## config.mk

```make
export PLATFORM = sky130hd
export DESIGN_NAME = matrix_printer
export DESIGN_NICKNAME = d
export VERILOG_FILES = /design/src/rtl/matrix_printer_pkg.sv /design/src/rtl/matrix_printer_bin2bcd_seq.sv /design/src/rtl/matrix_printer.sv
export SDC_FILE = /design/constraint.sdc
export NUM_CORES = 1
export LEC_CHECK = 0
export ABC_AREA = 1
export ABC_CLOCK_PERIOD_IN_PS = 4250
export BUFFER_PORTS_ARGS = -buffer_cell sky130_fd_sc_hd__buf_2
export CORE_MARGIN = 2
export CORE_UTILIZATION = 58
export CTS_BUF_LIST = sky130_fd_sc_hd__clkbuf_4 sky130_fd_sc_hd__clkbuf_8
export CTS_CLUSTER_SIZE = 40
export DETAILED_ROUTE_END_ITERATION = 8
export HOLD_SLACK_MARGIN = 0.03
export PLACE_DENSITY = 0.78
export SLEW_MARGIN = 20
export SYNTH_ARGS = -nofsm -noshare
export SYNTH_HDL_FRONTEND = slang
export SYNTH_HIERARCHICAL = 1
export SYNTH_SLANG_ARGS = --single-unit
export TNS_END_PERCENT = 30
```

## constraint.sdc

```tcl
create_clock -name clk -period 4.25 [get_ports clk]
set_clock_uncertainty 0.2 [all_clocks]
set_input_delay 0.6375 -clock clk [delete_from_list [all_inputs] [get_ports clk]]
set_output_delay 0.6375 -clock clk [all_outputs]
set_load 0.05 [all_outputs]
```

## src/rtl/matrix_printer_pkg.sv

```systemverilog
// matrix_defs: dimensions, ASCII constants, printer states and BCD helpers shared by the matrix blocks
package matrix_defs;
    localparam int DEF_MAX_DIM = 5;
    localparam int DEF_ADDR_W  = 8;
    localparam int DEF_DATA_W  = 32;
    localparam int BCD_DIGITS  = 10;
    localparam int BCD_W       = 4 * BCD_DIGITS;
    localparam logic [7:0] CHAR_SPACE = 8'h20;
    localparam logic [7:0] CHAR_CR    = 8'h0D;
    localparam logic [7:0] CHAR_LF    = 8'h0A;
    localparam logic [7:0] CHAR_MINUS = 8'h2D;
    localparam logic [7:0] CHAR_ZERO  = 8'h30;
    typedef enum logic [3:0] {
        S_IDLE, S_RD_ADDR, S_RD_WAIT, S_CONV, S_EMIT_SIGN,
        S_EMIT_DIG, S_EMIT_SEP, S_EMIT_CR, S_EMIT_LF, S_DONE
    } printer_state_t;
    // ASCII character of BCD digit idx (0 = least significant)
    function automatic logic [7:0] digit_char(input logic [BCD_W-1:0] bcd, input logic [3:0] idx);
        return CHAR_ZERO | (8'(bcd >> {idx, 2'b00}) & 8'h0F);
    endfunction
    // index of the most significant non-zero digit; 0 for a zero value so it still prints '0'
    function automatic logic [3:0] top_digit(input logic [BCD_W-1:0] bcd);
        top_digit = 4'd0;
        for (int i = 0; i < BCD_DIGITS; i++)
            if (bcd[i*4 +: 4] != 4'd0) top_digit = 4'(i);
    endfunction
endpackage

```

## src/rtl/matrix_printer_bin2bcd_seq.sv

```systemverilog
// bin2bcd_seq: sequential shift-add-3 binary to 10-digit BCD converter
// Ports: clk, rst_n (async, active low); i_start loads i_bin (32-bit);
//        o_done pulses once 32 shifts later (33 cycles after i_start);
//        o_bcd (40-bit, 10 digits) holds the result until the next i_start.
module bin2bcd_seq
    import matrix_defs::*;
(
    input  logic             clk,
    input  logic             rst_n,
    input  logic             i_start,
    input  logic [31:0]      i_bin,
    output logic             o_done,
    output logic [BCD_W-1:0] o_bcd
);
    logic [31:0]      r_sh;
    logic [BCD_W-1:0] r_bcd;
    logic [BCD_W-1:0] w_adj;
    logic [5:0]       r_cnt;
    logic             r_done;

    always_comb begin
        w_adj = r_bcd;
        for (int i = 0; i < BCD_DIGITS; i++)
            w_adj[i*4 +: 4] = r_bcd[i*4 +: 4] >= 4'd5 ? r_bcd[i*4 +: 4] + 4'd3 : r_bcd[i*4 +: 4];
    end

    always_ff @(posedge clk or negedge rst_n) begin
        if (!rst_n) begin
            r_sh   <= '0;
            r_bcd  <= '0;
            r_cnt  <= '0;
            r_done <= 1'b0;
        end else if (i_start) begin
            r_sh   <= i_bin;
            r_bcd  <= '0;
            r_cnt  <= 6'd32;
            r_done <= 1'b0;
        end else if (r_cnt != 6'd0) begin
            {r_bcd, r_sh} <= {w_adj, r_sh} << 1;
            r_cnt         <= r_cnt - 6'd1;
            r_done        <= r_cnt == 6'd1;
        end else begin
            r_done <= 1'b0;
        end
    end

    assign o_done = r_done;
    assign o_bcd  = r_bcd;
endmodule

```

## src/rtl/matrix_printer.sv

```systemverilog
// matrix_printer: streams an m x n matrix from storage as ASCII decimal text over a byte handshake
// Ports: clk, rst_n (async, active low); i_start_print/i_base_addr/i_m/i_n start a print;
//        o_busy, o_print_done, o_dim_err report status; o_rd_addr/i_rd_data form the
//        synchronous storage read port (1-cycle latency); o_tx_data/o_tx_valid/i_tx_ready
//        feed the UART transmitter.
// Config: PRINTER_SIGNED_EN defined prints two's-complement values with a leading '-';
//         otherwise every element prints as unsigned decimal.
module matrix_printer
    import matrix_defs::*;
#(
    parameter int ADDR_W  = DEF_ADDR_W,
    parameter int DATA_W  = DEF_DATA_W,
    parameter int MAX_DIM = DEF_MAX_DIM
) (
    input  logic              clk,
    input  logic              rst_n,
    input  logic              i_start_print,
    input  logic [ADDR_W-1:0] i_base_addr,
    input  logic [31:0]       i_m,
    input  logic [31:0]       i_n,
    output logic              o_busy,
    output logic              o_print_done,
    output logic              o_dim_err,
    output logic [ADDR_W-1:0] o_rd_addr,
    input  logic [DATA_W-1:0] i_rd_data,
    output logic [7:0]        o_tx_data,
    output logic              o_tx_valid,
    input  logic              i_tx_ready
);
    localparam int CNT_W = $clog2(MAX_DIM + 1);

    printer_state_t    r_state;
    logic [ADDR_W-1:0] r_ptr;
    logic [CNT_W-1:0]  r_row, r_col, r_m_last, r_n_last;
    logic [3:0]        r_idx;
    logic              r_neg, r_busy, r_done, r_dim_err, r_tx_valid;
    logic [7:0]        r_tx_data;
    logic [31:0]       w_val, w_mag;
    logic              w_neg, w_bad, w_last_col, w_conv_done;
    logic [BCD_W-1:0]  w_bcd;
    logic [3:0]        w_top;

    assign w_val = 32'(i_rd_data);
`ifdef PRINTER_SIGNED_EN
    assign w_neg = w_val[31];
`else
    assign w_neg = 1'b0;
`endif
    // 32-bit negate: 32'h8000_0000 maps onto itself, which reads as 2147483648 unsigned
    assign w_mag      = w_neg ? 32'd0 - w_val : w_val;
    assign w_bad      = i_m == 32'd0 || i_m > 32'(MAX_DIM) || i_n == 32'd0 || i_n > 32'(MAX_DIM);
    assign w_last_col = r_col == r_n_last;
    assign w_top      = top_digit(w_bcd);

    // the converter loads while the read data is valid, so CONV spans its 33-cycle latency
    bin2bcd_seq u_bin2bcd (
        .clk     (clk),
        .rst_n   (rst_n),
        .i_start (r_state == S_RD_WAIT),
        .i_bin   (w_mag),
        .o_done  (w_conv_done),
        .o_bcd   (w_bcd)
    );

    // each emit state is entered with its byte already loaded; leaving it on acceptance
    // loads the next byte, or drops valid when the next state reads storage or finishes
    always_ff @(posedge clk or negedge rst_n) begin
        if (!rst_n) begin
            r_state    <= S_IDLE;
            r_ptr      <= '0;
            r_row      <= '0;
            r_col      <= '0;
            r_m_last   <= '0;
            r_n_last   <= '0;
            r_idx      <= '0;
            r_neg      <= 1'b0;
            r_busy     <= 1'b0;
            r_done     <= 1'b0;
            r_dim_err  <= 1'b0;
            r_tx_valid <= 1'b0;
            r_tx_data  <= 8'h00;
        end else begin
            r_done    <= 1'b0;
            r_dim_err <= 1'b0;
            case (r_state)
                S_IDLE, S_DONE: begin
                    r_state <= S_IDLE;
                    if (i_start_print && w_bad) begin
                        r_done    <= 1'b1;
                        r_dim_err <= 1'b1;
                    end else if (i_start_print) begin
                        r_busy   <= 1'b1;
                        r_ptr    <= i_base_addr;
                        r_row    <= '0;
                        r_col    <= '0;
                        r_m_last <= CNT_W'(i_m - 32'd1);
                        r_n_last <= CNT_W'(i_n - 32'd1);
                        r_state  <= S_RD_ADDR;
                    end
                end
                S_RD_ADDR: r_state <= S_RD_WAIT;
                S_RD_WAIT: begin
                    r_neg   <= w_neg;
                    r_state <= S_CONV;
                end
                S_CONV: if (w_conv_done) begin
                    r_tx_valid <= 1'b1;
                    r_idx      <= w_top;
                    r_tx_data  <= r_neg ? CHAR_MINUS : digit_char(w_bcd, w_top);
                    r_state    <= r_neg ? S_EMIT_SIGN : S_EMIT_DIG;
                end
                S_EMIT_SIGN: if (i_tx_ready) begin
                    r_tx_data <= digit_char(w_bcd, r_idx);
                    r_state   <= S_EMIT_DIG;
                end
                S_EMIT_DIG: if (i_tx_ready && r_idx != 4'd0) begin
                    r_idx     <= r_idx - 4'd1;
                    r_tx_data <= digit_char(w_bcd, r_idx - 4'd1);
                end else if (i_tx_ready) begin
                    r_tx_data <= w_last_col ? CHAR_CR : CHAR_SPACE;
                    r_state   <= w_last_col ? S_EMIT_CR : S_EMIT_SEP;
                end
                S_EMIT_SEP: if (i_tx_ready) begin
                    r_tx_valid <= 1'b0;
                    r_col      <= r_col + 1'b1;
                    r_ptr      <= r_ptr + 1'b1;
                    r_state    <= S_RD_ADDR;
                end
                S_EMIT_CR: if (i_tx_ready) begin
                    r_tx_data <= CHAR_LF;
                    r_state   <= S_EMIT_LF;
                end
                S_EMIT_LF: if (i_tx_ready && r_row == r_m_last) begin
                    r_tx_valid <= 1'b0;
                    r_busy     <= 1'b0;
                    r_done     <= 1'b1;
                    r_state    <= S_DONE;
                end else if (i_tx_ready) begin
                    r_tx_valid <= 1'b0;
                    r_row      <= r_row + 1'b1;
                    r_col      <= '0;
                    r_ptr      <= r_ptr + 1'b1;
                    r_state    <= S_RD_ADDR;
                end
                default: r_state <= S_IDLE;
            endcase
        end
    end

    assign o_busy       = r_busy;
    assign o_print_done = r_done;
    assign o_dim_err    = r_dim_err;
    assign o_rd_addr    = r_ptr;
    assign o_tx_data    = r_tx_data;
    assign o_tx_valid   = r_tx_valid;
endmodule

```

Yosys cells after proc, flatten, opt, wreduce, memory -nomap -nowiden
Cells that the tools add are included.
- input bits: 108
- word-level logic and storage cells: 184
- output and inout port bits: 20
- bits in registers: 119
- equal/unequal tests: 25
- mux-type cells: 74
- shift-type cells: 3
- reductions and logical operators: 36
- bitwise gates (word level): 1
- magnitude comparators: 12
- add/subtract/negate cells: 17
- operators by type and width (cell ; number):
    40-bit by 6-bit >> shifter with 4-bit output ; 3
    4-bit two-way mux ; 20
    40-bit two-way mux ; 2
    8-bit two-way mux ; 9
    32-bit by 3-bit greater-than comparator with 1-bit output (second input constant) ; 2
    32-bit logical NOT ; 2
    32-bit two-way mux ; 2
    4-bit nonzero test ; 11
    4-bit by 3-bit greater-or-equal comparator with 1-bit output (second input constant) ; 10
    4-bit by 2-bit adder with 4-bit output (second input constant) ; 9
    3-bit two-way mux ; 12
    4-bit case mux with 9 select lines ; 1
    8-bit case mux with 4 select lines ; 1
    8-bit case mux with 3 select lines ; 1
    2-bit != test (second input constant) ; 11
    6-bit two-way mux ; 3
    4-bit by 3-bit == test with 1-bit output (second input constant) ; 4
    1-bit two-way mux ; 15
    5-bit AND reduction ; 3
    3-bit case mux with 3 select lines ; 1
    8-bit by 1-bit adder with 8-bit output (second input constant) ; 1
    4-bit by 2-bit == test with 1-bit output (second input constant) ; 2
    4-bit == test (second input constant) ; 2
    4-bit case mux with 2 select lines ; 1
    26 further kinds ; 40

Depth between registers and ports, before layout
Gate-level depths: netlist (run 1).
- depth in word-level cells: 13
- mapped depth: 20
- mapped depth without buffers: 19

Cells and area by module
The synthesis (run 1) kept the hierarchy.
- by module, submodules not included (module ; area an instance (sq um) ; cells an instance ; sequential area each (sq um) ; instances):
    bin2bcd_seq ; 4312.9 ; 563 ; 1976.9 ; 1
    matrix_printer ; 3623.5 ; 542 ; 950.9 ; 1

Least setup slack after synthesis (run 1)
OpenSTA, ideal clock, no wires.
- kind: input to register
- start: input port i_m[4]
- end: register r_ptr[2], in the netlist o_rd_addr[2]
- arrival: 2033 ps
- slack: 1898 ps
- data required time: 3930 ps
- buffers on the path: 1
- stages: 11
- library setup time: 120 ps
- cells stage by stage: nor4_1 > nand4_1 > a2111oi_4 > nand3_1 > nand2_1 > inv_2 > nor2_8 > nand2_4 > buf_6 > nand2_1 > nand2_1
- longest elaborated chain between the ends: 7
- elaborated cells on any way between the ends: 8
- classes of those cells: order compare: 1; eq/ne: 1; reduce/logical: 6
- ends and longest elaborated chain (element ; line ; source):
    from (decl) ; matrix_printer.sv:19 ; input logic [31:0] i_m,
    32-bit by 3-bit greater-than comparator with 1-bit output or 32-bit logical NOT (tied branches) ; matrix_printer.sv:51 ; assign w_bad = i_m == 32'd0 || i_m > 32'(MAX_DIM) || i_n == 32'd0 || i_n > 32'(MAX_DIM);
    1-bit logical OR (*) (3 in series) ; matrix_printer.sv:51 ;
    1-bit logical AND (*) ; matrix_printer.sv:88 ; if (i_start_print && w_bad) begin
    2-bit != test (no source line) (*) ; - ;
    4-bit AND reduction (no source line) (*) ; - ;
    to (signal assigned) ; matrix_printer.sv:93 ; r_ptr <= i_base_addr;
    to (signal assigned) ; matrix_printer.sv:126 ; r_ptr <= r_ptr + 1'b1;
    to (signal assigned) ; matrix_printer.sv:142 ; r_ptr <= r_ptr + 1'b1;
    to (decl) ; matrix_printer.sv:33 ; logic [ADDR_W-1:0] r_ptr;
Mark *: on every way between the ends. The rest lies on a longest branch, timed or not.
A chain may end at the register's enable or synchronous reset.

Final worst setup path (run 1)
- start: register r_idx[0]
- end: register r_tx_data[0], in the netlist o_tx_data[0]
- longest elaborated chain between the ends: 4
- elaborated cells on any way between the ends: 10
- classes of those cells: add/sub: 1; eq/ne: 1; shift: 2; mux: 3; reduce/logical: 3
- ends and longest elaborated chain (element ; line ; source):
    from (decl) ; matrix_printer.sv:35 ; logic [3:0] r_idx;
    from (signal assigned) ; matrix_printer.sv:108 ; r_idx <= w_top;
    from (signal assigned) ; matrix_printer.sv:117 ; r_idx <= r_idx - 4'd1;
    4-bit by 1-bit subtractor with 4-bit output or 4-bit nonzero test (tied branches) ; matrix_printer.sv:118, matrix_printer.sv:116 ;
    40-bit by 6-bit >> shifter with 4-bit output or 1-bit logical AND (tied branches) ; matrix_printer_pkg.sv:19, matrix_printer.sv:116 ;
    8-bit two-way mux or 3-bit != test (tied branches) ; - ;
    8-bit case mux with 4 select lines or 5-bit AND reduction (tied branches) ; - ;
    to (signal assigned) ; matrix_printer.sv:113 ; r_tx_data <= digit_char(w_bcd, r_idx);
    to (signal assigned) ; matrix_printer.sv:118 ; r_tx_data <= digit_char(w_bcd, r_idx - 4'd1);
    to (signal assigned) ; matrix_printer.sv:120 ; r_tx_data <= w_last_col ? CHAR_CR : CHAR_SPACE;
    to (decl) ; matrix_printer.sv:37 ; logic [7:0] r_tx_data;
Several ways; a longest one is shown, not always the timed one. The select of a mux whose other input is x is not followed.

==> summary.txt, run 1 <==
Worst setup path
  – CP max-delay cell: xnor2_1
  – Worst Setup Path Type: reg2reg
  – Worst Path Buf+Inv: 2
  – Critical Path Max Stage Delay: 0.60 ns
  – Startpoint type of the worst setup path: flop
  – Worst-path cell chain: buf_4 -> clkinv_1 -> ha_1 -> xnor2_1 -> o221ai_1 -> o211ai_1 -> nand2_1 -> a21oi_1 -> nor2_1 -> a21oi_2
  – Setup crit end kind: flop
  – Crit path DAT: 3.15 ns
  – Req. time, crit path: 4.42 ns
  – Family with the most delay on the worst path: compound AO/OA/AOI/OAI gates
  – Worst-path fanout max: 37

Routing
  – Number of nets with antenna violations after routing: 0
  – Wire per inst: 13.6 um
  – Remaining DRCs: 0
  – Routed WL: 19,200 um
  – Via/cell ratio: 5.45
  – Drt first-iter violations: 531
  – Number of detailed-route iterations in the first pass: 6
  – Via count: 7,691

Timing
  – Worst-Margin Slew: 0.932 ns
  – Final period utilization: 70.1%
  – Final setup TNS: 0 ns
  – Worst slew margin: 37.9%
  – Min Tclk post-route: 2.98 ns
  – Final setup viols: 0
  – RSZ-0062 raised after global routing: no
  – Final Hold Vio Count: 0
  – Final Slew Violations: 0
  – Fmax: 0.335 GHz

Power and ir drop
  – Sw Pwr: 3.71 mW
  – Cell area power density: 803 nW/um^2
  – Leak: 4.68 nW
  – Switching Share: 51.1%
  – Register share of total power: 27.8%
  – Clock network fraction of total power: 14.9%
  – Combinational share of power: 57.3%
  – P_int: 3.55 mW
  – Maximum VDD drop: 0.592 mV

Synthesis
  – Largest cells by area after synthesis: dfrtp_1, nand2_1, nand3_1
  – Gate Count Post-Synth: 1,105
  – Commonest cells post-synth: nand2_1, nand3_1, inv_1
  – Count leader, synth: nand2_1
  – Post-synth top area share: 36.9%
  – EDFF count, synth: 0
  – Synth Flop Type: dfrtp_1
  – Netlist cell types: 53
  – Seq cells post-synth: 117
  – Synth Cell Area: 7940 um^2
  – Syn. warnings: 6
  – Top cell type by total area after synthesis: dfrtp_1
  – Syn_area_per_cell: 7.18 um^2
  – Ys async rst share: 100%
  – Sequential-to-total area share from yosys stat: 36.9%

Floorplanning
  – CORE AREA: 13,300 um^2
  – Initial Util: 59.7%
  – Die area: 14,600 um^2
  – Die Width: 121 um
  – Placement Rows: 42
  – Top-level I/O count: 128
  – Die height: 121 um

Clock network
  – H-tree level count: 4
  – Cts-stage hold buffer count: 0
  – Reg clk slew, reported paths: 0.07 ns
  – Clk buf depth: 2
  – CTS tree: yes
  – Total CTS buffers: 17
  – Clk Tree Root Cell: clkbuf_8
  – Clk sinks: 117
  – Skew-Pair Late Insertion Delay: 0.45 ns
  – Post-CTS repair timing setup buffer count: 0
  – Post-cts sizing count: 0

Min path
  – Hold Path Class: in2async

GRT
  – All-Layer GR Usage: 27.0%
  – Initial antenna violation count: 0
  – Largest net degree at the start of global routing: 71
  – First-pass GRT wire length: 32,000 um
  – GRT overflow: 0
  – Vias in the first global route: 6,945

Final layout
  – Design area: 9040 um^2
  – Antenna cells: 0
  – Net count, final: 1,363
  – Share of cells above drive strength 1: 16.7%
  – Filler cells: 1,135
  – P&R area growth vs syn: 14.0%

Placed design
  – Area after DPL: 8630 um^2
  – HPWL Detailed: 14,000 um
  – Routability Congestion: 0.970
  – Port Buffers: 125

Status
  – Outcome: completed

Run
  – Max-cap violations: 0
per-stage QoR:
step / power [mW] / hold WS (ns) / utilization (%) / cells / worst slack [ns]
detailed placement: 6.12 / 0.270 / 64.9 / 1379 / 1.42
global route: 7.93 / 0.170 / 68.0 / 1410 / 1.02
finish: 7.26 / 0.0981 / 68.0 / 1410 / 1.27
floorplan: 5.26 / 0.142 / - / 1106 / 1.90
global placement: 6.03 / 0.257 / 64.9 / 1379 / 1.51
CTS: 7.23 / 0.120 / 68.0 / 1410 / 1.38
logic make-up after synthesis:
group           Yosys count  synth area share (%)
fa+ha+maj                33                  5.20
other cells               1                0.0473
xor+xnor                 16                  1.77
flops                   117                  36.9
mux                       3                 0.378
buf+inv                 166                  8.92
simple gates            611                  34.8
compound gates          158                  12.0
per-layer routing:
metal / part of all wire (%) / GRT usage [%]
met5: 0 / 0
met4: 1.7 / 10.9
met3: 6.2 / 5.97
met2: 46 / 41.0
met1: 46 / 37.4
power groups by stage:
| stage | Sequential, mW | Combinational [mW] | Clock (mW) |
|---|---|---|---|
| floorplan | 2.18 | 3.08 | 0 |
| global placement | 2.01 | 4.02 | 0 |
| detailed placement | 2.02 | 4.10 | 0 |
| CTS | 2.01 | 4.12 | 1.10 |
| global route | 2.07 | 4.71 | 1.15 |
| finish | 2.02 | 4.16 | 1.08 |
worst reg2reg max path, delay by kind of cell (launching register included):
kind / cells / cell delay (ns)
buffers and inverters: 2 / 0.60
AND/OR/NAND/NOR: 2 / 0.16
adder cells (fa/ha/maj): 1 / 0.31
AO/OA/AOI/OAI: 4 / 0.72
XOR/XNOR: 1 / 0.60
flip-flops: 1 / 0.33
cells in the final DEF (no fill, tap or decap), types with 15 or more instances in the layout:
cell	count
clkbuf_8	19
a21oi_1	21
nand2_1	351
ha_1	33
nor4_1	15
nand4_1	27
nand3_1	126
buf_2	124
o21ai_1	25
dfrtp_1	117
nor2_1	58
o21ai_0	76
inv_1	125
flip-flops by register name, indices dropped and copies added, names as in the netlist:
register	cells
o_tx_valid	1
o_dim_err	1
r_state	4
r_idx	4
u_bin2bcd/r_sh	32
r_n_last	3
u_bin2bcd/r_cnt	6
u_bin2bcd/o_bcd	40
r_m_last	3
o_busy	1
o_rd_addr	8
u_bin2bcd/o_done	1
o_tx_data	6
r_col	3
r_row	3
o_print_done	1
final cells by class:
type / instances / area (um^2) / share of cell area (%)
clock inverters: 9 / 128 / 1.41
well taps: 176 / 220 / 2.43
clock buffers: 22 / 284 / 3.14
flip-flops and latches: 117 / 2930 / 32.4
inverters: 134 / 507 / 5.60
multi-input cells: 823 / 4310 / 47.6
repair buffers: 129 / 671 / 7.42
final timing paths:
kind                            cells past startpoint  slack (ns)                         endpoint                           start
worst max-delay path                               10        1.27         o_tx_data[0]$_DFFE_PN0P_            r_idx[0]$_DFFE_PN0P_
worst min-delay path                                1         0.1  u_bin2bcd/o_bcd[34]$_DFFE_PN0P_                           rst_n
worst max register to register                     10        1.27         o_tx_data[0]$_DFFE_PN0P_            r_idx[0]$_DFFE_PN0P_
worst min register to register                      2        0.28   u_bin2bcd/r_sh[19]$_DFFE_PN0P_  u_bin2bcd/r_sh[18]$_DFFE_PN0P_
max in group asynchronous                           2        2.99   u_bin2bcd/r_sh[22]$_DFFE_PN0P_                           rst_n
min in group clk                                    3        0.19    u_bin2bcd/r_sh[0]$_DFFE_PN0P_                    i_rd_data[0]
(Power assumes the default switching activity.)
==> inputs of run 2 (changes only) <==
Settings changed: ABC_CLOCK_PERIOD_IN_PS 4250 to 3000.
Clock period 4.25 ns to 3 ns, I/O delays scaled along.
==> run 2 against run 1 <==
Compared with the run above: clock power is 43% higher; register-to-register slack worse by 0.78 ns; sequential cell count stayed put; first-iteration DRC count is 8.3% higher; sequential share of layout area is 1.3 points lower; maximum frequency is 19% higher; core utilization is 2.8 points higher; setup slack worse by 0.78 ns; via count is 1.8% higher; final cell count is 2.5% higher; count of clock-buffer cells in the layout is 3 lower; critical endpoint is now o_tx_data[2]$_DFFE_PN0P_; highest routed layer unchanged.
==> summary.txt, run 2 (synthesis results as in run 1) <==
GRT
  – M3 GR Usage: 4.93% (was 5.97%)
  – First-pass GRT wire length: 33,500 um (was 32,000 um)
  – All-Layer GR Usage: 28.4% (was 27.0%)
  – Largest net degree at the start of global routing: 118 (was 71)
  – Initial antenna violation count: 0 (unchanged)
  – Vias in the first global route: 7,122 (was 6,945)
  – Met1 Resource Use GR: 39.2% (was 37.4%)
  – GRT overflow: 0 (unchanged)
  – Met2 GRT Util: 44.8% (was 41.0%)
  – Most used routing layer: met2 (unchanged)

Worst setup path
  – Worst Setup Path Type: reg2reg (unchanged)
  – Worst-path fanout max: 7 (was 37)
  – Worst R2R Start: u_bin2bcd/o_bcd[36]$_DFFE_PN0P_ (was r_idx[0]$_DFFE_PN0P_)
  – Worst R2R End: o_tx_data[2]$_DFFE_PN0P_ (was o_tx_data[0]$_DFFE_PN0P_)
  – Worst-path cell chain: nor4_4 -> nand2_1 -> nor2_4 -> nand2_1 -> o21ai_4 -> inv_1 -> nand3_1 -> nand3_1 -> nand2_1 -> nand2_1 -> a21oi_2 (was buf_4 -> clkinv_1 -> ha_1 -> xnor2_1 -> o221ai_1 -> o211ai_1 -> nand2_1 -> a21oi_1 -> nor2_1 -> a21oi_2)
  – Beginning of the critical path: u_bin2bcd/o_bcd[36]$_DFFE_PN0P_ (was r_idx[0]$_DFFE_PN0P_)
  – Startpoint type of the worst setup path: flop (unchanged)
  – Crit path DAT: 2.70 ns (was 3.15 ns)
  – Cells on worst reg2reg path: 11 (was 10)
  – Critical Path Max Stage Delay: 0.49 ns (was 0.60 ns)
  – Setup crit end kind: flop (unchanged)
  – Crit-path most repeated cell: nand2_1
  – Req. time, crit path: 3.19 ns (was 4.42 ns)
  – FF-to-FF setup slack: 0.49 ns (was 1.27 ns)
  – CP max-delay cell: nor4_4 (was xnor2_1)
  – Crit path to: o_tx_data[2]$_DFFE_PN0P_ (was o_tx_data[0]$_DFFE_PN0P_)

Clock network
  – CTS tree: yes (unchanged)
  – Clk sinks: 117 (unchanged)
  – Skew-Pair Late Insertion Delay: 0.45 ns (about the same)
  – H-tree level count: 4 (unchanged)
  – Clk buf depth: 2 (unchanged)
  – Post-cts sizing count: 0 (unchanged)
  – Total CTS buffers: 17 (unchanged)
  – Reg clk slew, reported paths: 0.07 ns (about the same)
  – Clk Tree Root Cell: clkbuf_8 (unchanged)

Placed design
  – HPWL Detailed: 14,000 um (about the same)
  – Area after DPL: 8690 um^2 (was 8630 um^2)
  – Port Buffers: 125 (unchanged)
  – Routability Congestion: 0.934 (was 0.970)
  – Inst Count DP: 1,383 (was 1,379)

Floorplanning
  – Die Width: 121 um (unchanged)
  – Initial Util: 59.7% (unchanged)
  – Top-level I/O count: 128 (unchanged)
  – Die area: 14,600 um^2 (unchanged)
  – Placement Rows: 42 (unchanged)
  – CORE AREA: 13,300 um^2 (unchanged)
  – Die height: 121 um (unchanged)

Final layout
  – Share of cells above drive strength 1: 16.5% (was 16.7%)
  – Most frequent cells in the layout: nand2_1, nand3_1, inv_1 (unchanged)
  – P&R area growth vs syn: 18.6% (was 14.0%)
  – Max FFs per register: 40 (unchanged)
  – Antenna cells: 0 (unchanged)
  – Final Instance Count excl. Fillers: 1,445 (was 1,410)
  – Final core utilization: 70.8% (was 68.0%)
  – Net count, final: 1,398 (was 1,363)
  – Most common cell after layout, fill and taps aside: nand2_1 (unchanged)
  – Design area: 9410 um^2 (was 9040 um^2)
  – Filler cells: 1,075 (was 1,135)

Min path
  – Hold Path Class: in2reg (was in2async)

Timing
  – Worst-Margin Slew: 0.671 ns (was 0.932 ns)
  – Final setup TNS: 0 ns (unchanged)
  – Final setup viols: 0 (unchanged)
  – Final Slew Violations: 0 (unchanged)
  – Fmax: 0.398 GHz (was 0.335 GHz)
  – Min Tclk post-route: 2.51 ns (was 2.98 ns)
  – RSZ-0062 raised after global routing: no (unchanged)
  – Final Hold Vio Count: 0 (unchanged)
  – Final period utilization: 83.7% (was 70.1%)
  – Worst slew margin: 55.3% (was 37.9%)

Routing
  – Number of detailed-route iterations in the first pass: 5 (was 6)
  – Routed WL: 20,000 um (was 19,200 um)
  – Remaining DRCs: 0 (unchanged)
  – Number of nets with antenna violations after routing: 0 (unchanged)
  – Drt first-iter violations: 575 (was 531)
  – Via count: 7,833 (was 7,691)
  – Via/cell ratio: 5.42 (was 5.45)
  – Wire per inst: 13.8 um (was 13.6 um)

Status
  – Outcome: completed (unchanged)

Power and ir drop
  – Maximum VDD drop: 0.507 mV (was 0.592 mV)
  – Leak: 4.82 nW (was 4.68 nW)
  – Pwr Total: 10.4 mW (was 7.26 mW)
  – Cell area power density: 1110 nW/um^2 (was 803 nW/um^2)

Run
  – Max-cap violations: 0 (unchanged)
==> run 2: cell count changes in the layout (fill, tap and decap cells not counted), sizes merged <==
cell and change:
dlygate4sd3 +31, buf +4, clkbuf -3, clkinvlp +3, clkinv -1, inv +1
==> run 2: cell type report <==
class                      count  area, um^2  share of cell area [%]
clock buffer                  19         262                    2.78
timing repair buffer         164        1040                    11.0
clock inverter                12         154                    1.63
inverter                     134         507                    5.38
tap                          176         220                    2.34
multi-input combinational    823        4310                    45.8
sequential                   117        2930                    31.1
==> run 2: worst min-delay path by stage <==
stage / to / slack [ns] / cells past startpoint / from
2_1_floorplan: o_busy$_DFFE_PN0P_ / -0.05 / 0 / rst_n
3_3_place_gp: o_tx_data[4]$_DFFE_PN0P_ / 0.26 / 2 / o_tx_data[4]$_DFFE_PN0P_
3_5_place_dp: u_bin2bcd/r_sh[7]$_DFFE_PN0P_ / 0.27 / 2 / u_bin2bcd/r_sh[6]$_DFFE_PN0P_
4_1_cts: u_bin2bcd/r_sh[9]$_DFFE_PN0P_ / 0.05 / 3 / i_rd_data[9]
5_1_grt: r_m_last[0]$_DFFE_PN0P_ / 0.05 / 2 / i_m[0]
6_report: r_m_last[0]$_DFFE_PN0P_ / 0.06 / 2 / i_m[0]
==> run 2: power by group <==
group | switching, mW | internal (mW)
sequential | 0.612 | 2.23
clock | 0.680 | 0.860
combinational | 4.03 | 2.00
total | 5.32 | 5.10
==> run 2: per-layer routing <==
metal | wire length (um) | up-vias
met1 | 8920 | 3585
met3 | 1190 | 43
met5 | 0 | -
li1 | - | 3924
met4 | 444 | 0
met2 | 9450 | 281
==> run 2: worst max-delay path: cells and delay by family (launching register included) <==
| kind | cells | cell delay (ns) |
|---|---|---|
| DFF | 1 | 0.48 |
| and+or+nand+nor | 8 | 1.38 |
| AOI/OAI and AO/OA | 2 | 0.23 |
| buffers and inverters | 1 | 0.15 |
==> run 2: timing repair <==
item                       CTS  global route
setup endpoints to repair    0             0
hold buffers                31             0
buffers inserted             0             0
hold endpoints to repair   147             0
==> run 2: through the flow <==
stage | setup WS (ns) | hold WS [ns]
2_1_floorplan | 0.714 | -0.0456
3_3_place_gp | 0.474 | 0.260
3_5_place_dp | 0.491 | 0.265
4_1_cts | 0.506 | 0.0456
5_1_grt | 0.190 | 0.0543
6_report | 0.490 | 0.0587
==> inputs of run 3 (changes only) <==
Settings changed: ABC_AREA 1 to 0, ABC_CLOCK_PERIOD_IN_PS 3000 to 2200, CORE_UTILIZATION 58 to 54, PLACE_DENSITY 0.78 to 0.75.
Clock period 3 ns to 2.2 ns, I/O delays scaled along.
==> run 3 against run 2 <==
Compared with the run above: the flow now finishes with violations (negative setup slack); die area rose by 12%; clock power rose by 23%; worst hold slack got worse by 0.0091 ns; global-route usage rose by 2.1 points; maximum frequency fell by 9.9%; total power fell by 52%; critical path depth fell by 4; combinational power fell by 90%; sequential cell count did not move; count of clock-buffer cells in the layout fell by 2.
==> summary.txt, run 3 <==
Placed design
  – Dpl ws: -0.595 ns (was 0.491 ns)
  – Inst Count DP: 1,328 (was 1,383)
  – HPWL Detailed: 16,500 um (was 14,000 um)
  – Routability Congestion: 0.972 (was 0.934)
  – Port Buffers: 125 (unchanged)

Synthesis
  – Adder-cell share of the synthesized area: 4.98% (was 5.20%)
  – Netlist cell types: 75 (was 53)
  – Gate Count Post-Synth: 951 (was 1,105)
  – Synth Area in Compound Gates: 21.4% (was 12.0%)
  – Simple logic cell fraction of the synthesized area: 23.1% (was 34.8%)
  – Top cell type by total area after synthesis: dfrtp_1 (unchanged)
  – Syn_area_per_cell: 8.71 um^2 (was 7.18 um^2)
  – Count leader, synth: nand2_1 (unchanged)
  – Synth Cell Area: 8290 um^2 (was 7940 um^2)
  – Synth Flop Type: dfrtp_1 (unchanged)
  – Mux contribution to synthesized area: 7.01% (was 0.378%)
  – Largest family of logic cells by synthesized area: simple AND/OR/NAND/NOR gates (unchanged)
  – Sequential-to-total area share from yosys stat: 35.3% (was 36.9%)
  – Seq cells post-synth: 117 (unchanged)
  – Ys async rst share: 100% (unchanged)
  – Syn. warnings: 6 (unchanged)
  – Synth Area in XOR/XNOR: 1.48% (was 1.77%)
  – Largest cells by area after synthesis: dfrtp_1, nand2_1, ha_1 (was dfrtp_1, nand2_1, nand3_1)
  – Commonest cells post-synth: nand2_1, dfrtp_1, o21ai_0 (was nand2_1, nand3_1, inv_1)
  – Post-synth top area share: 35.3% (was 36.9%)
  – EDFF count, synth: 0 (unchanged)

Clock network
  – Total CTS buffers: 17 (unchanged)
  – H-tree level count: 4 (unchanged)
  – Reg clk slew, reported paths: 0.09 ns (was 0.07 ns)
  – Clk Tree Root Cell: clkbuf_8 (unchanged)
  – Clk sinks: 117 (unchanged)
  – Skew-Pair Late Insertion Delay: 0.46 ns (was 0.45 ns)
  – CTS tree: yes (unchanged)
  – Clk buf depth: 2 (unchanged)

Min path
  – HP Start: i_start_print (was i_m[0])
  – Hold Path Class: in2reg (unchanged)

Floorplanning
  – CORE AREA: 15,100 um^2 (was 13,300 um^2)
  – Die area: 16,400 um^2 (was 14,600 um^2)
  – Initial Util: 54.9% (was 59.7%)
  – Die height: 128 um (was 121 um)
  – Die Width: 128 um (was 121 um)
  – Top-level I/O count: 128 (unchanged)
  – Placement Rows: 45 (was 42)

GRT
  – Most used routing layer: met2 (unchanged)
  – Largest net degree at the start of global routing: 61 (was 118)
  – M3 GR Usage: 6.26% (was 4.93%)
  – Met2 GRT Util: 49.2% (was 44.8%)
  – Met1 Resource Use GR: 41.5% (was 39.2%)
  – First-pass GRT wire length: 39,900 um (was 33,500 um)
  – Vias in the first global route: 8,182 (was 7,122)
  – All-Layer GR Usage: 30.5% (was 28.4%)
  – GRT overflow: 0 (unchanged)
  – Initial antenna violation count: 0 (unchanged)

Status
  – Outcome: complete, but fails checks (was completed)
  – Failing checks: negative setup slack

Timing
  – Final Hold Vio Count: 0 (unchanged)
  – Final Slew Violations: 0 (unchanged)
  – Final setup viols: 20 (was 0)
  – Final setup TNS: -3.73 ns (was 0 ns)
  – Min Tclk post-route: 2.79 ns (was 2.51 ns)
  – Setup ws final: -0.586 ns (was 0.490 ns)
  – Final period utilization: 127% (was 83.7%)
  – Fmax: 0.359 GHz (was 0.398 GHz)
  – Worst-Margin Slew: 0.503 ns (was 0.671 ns)
  – RSZ-0062 raised after global routing: yes (was no)
  – Worst slew margin: 66.3% (was 55.3%)

Worst setup path
  – Worst Setup Path Type: reg2reg (unchanged)
  – FF-to-FF setup slack: -0.59 ns (was 0.49 ns)
  – Cells on worst reg2reg path: 7 (was 11)
  – Setup crit end kind: flop (unchanged)
  – Req. time, crit path: 2.34 ns (was 3.19 ns)
  – Worst-path fanout max: 4 (was 7)
  – Beginning of the critical path: u_bin2bcd/o_bcd[8]$_DFFE_PN0P_ (was u_bin2bcd/o_bcd[36]$_DFFE_PN0P_)
  – Worst R2R Start: u_bin2bcd/o_bcd[8]$_DFFE_PN0P_ (was u_bin2bcd/o_bcd[36]$_DFFE_PN0P_)
  – Startpoint type of the worst setup path: flop (unchanged)
  – Crit path DAT: 2.93 ns (was 2.70 ns)
  – Worst R2R End: o_tx_data[3]$_DFFE_PN0P_ (was o_tx_data[2]$_DFFE_PN0P_)
  – Crit path to: o_tx_data[3]$_DFFE_PN0P_ (was o_tx_data[2]$_DFFE_PN0P_)

Routing
  – Wire per inst: 17.5 um (was 13.8 um)
  – Via count: 8,499 (was 7,833)
  – Number of nets with antenna violations after routing: 0 (unchanged)
  – Routed WL: 24,600 um (was 20,000 um)
  – Remaining DRCs: 0 (unchanged)
  – Number of detailed-route iterations in the first pass: 5 (unchanged)
  – Via/cell ratio: 6.04 (was 5.42)
  – Drt first-iter violations: 700 (was 575)

Final layout
  – Final Instance Count excl. Fillers: 1,408 (was 1,445)
  – P&R area growth vs syn: 31.1% (was 18.6%)
  – Share of cells above drive strength 1: 30.0% (was 16.5%)
  – Most frequent cells in the layout: nand2_1, buf_2, buf_4 (was nand2_1, nand3_1, inv_1)
  – Filler cells: 1,123 (was 1,075)
  – Antenna cells: 0 (unchanged)
  – Max FFs per register: 40 (unchanged)
  – Net count, final: 1,348 (was 1,398)

Power and ir drop
  – Maximum VDD drop: 0.506 mV (was 0.507 mV)
  – Leak: 4.99 nW (was 4.82 nW)
  – Cell area power density: 460 nW/um^2 (was 1110 nW/um^2)
  – Pwr Total: 5.00 mW (was 10.4 mW)

Run
  – Max-cap violations: 0 (unchanged)
## run 3: cell types whose count changed in the layout (fill, tap and decap cells not counted), moves of 18 or more
cell	delta
nand2_1	-227
a31oi_1	+28
inv_1	-85
o32ai_1	+19
a211oi_1	+26
mux2i_1	+18
buf_4	+116
nand2b_1	+20
nand3_1	-86
nor3_1	+18
## run 3: how the worst min path moves through the flow
stage | endpoint | slack, ns | cells past startpoint
floorplan | o_busy$_DFFE_PN0P_ | -0.17 | 0
global placement | o_tx_data[2]$_DFFE_PN0P_ | 0.07 | 1
detailed placement | o_tx_data[2]$_DFFE_PN0P_ | 0.07 | 1
CTS | o_dim_err$_DFF_PN0_ | 0.04 | 4
global route | o_dim_err$_DFF_PN0_ | 0.05 | 4
finish | o_dim_err$_DFF_PN0_ | 0.05 | 4
## run 3: final cells by class
cell class,count,area [um^2],share of cell area (%)
clock buffer,17,234,2.15
timing repair buffer,305,2210,20.4
multi-input combinational,724,4960,45.6
tap,188,235,2.17
sequential,117,2930,27.0
clock inverter,15,130,1.20
inverter,42,160,1.47
## run 3: stage by stage
step / util [%] / hold WS (ns) / cell area [um^2]
floorplan: - / -0.166 / 8380
global placement: 65.6 / 0.0670 / 9900
detailed placement: 65.6 / 0.0652 / 9900
global route: 72.0 / 0.0545 / 10900
CTS: 71.8 / 0.0381 / 10800
finish: 72.0 / 0.0496 / 10900
## run 3: kinds of logic (layout without fill, tap and decap cells)
group	after synthesis	after routing
simple gates	375	375
mux	41	41
compound gates	259	259
flops	117	117
buf+inv	111	379
other cells	1	2
xor+xnor	14	14
fa+ha+maj	33	33
## run 3: critical path, cell delays in order (launching register included)
cell	delay, ns
dfrtp_2	0.43
or4_4	0.54
o211ai_1	0.24
a221o_1	0.33
mux4_2	0.55
mux2i_1	0.17
nor4_1	0.06
o21bai_1	0.15
## run 3: power by group
group,total [mW],switching [mW],internal (mW)
Clock,1.89,1.06,0.825
Combinational,0.588,0.272,0.316
Sequential,2.52,0.130,2.39
Total,5.00,1.46,3.53
## run 3: routing by layer
metal  up-vias  share of wire (%)
met2       340                 50
li1       4013                  -
met1      4084                 42
met5         -                  0
met3        62                5.8
met4         0                2.2
## run 3: what timing repair did
action	CTS	global route
gates resized for setup	16	12
setup buffers	7	0
hold endpoints to repair	161	0
cloned	0	1
pin swaps	3	4
hold buffers	45	0
setup endpoints to repair	21	31
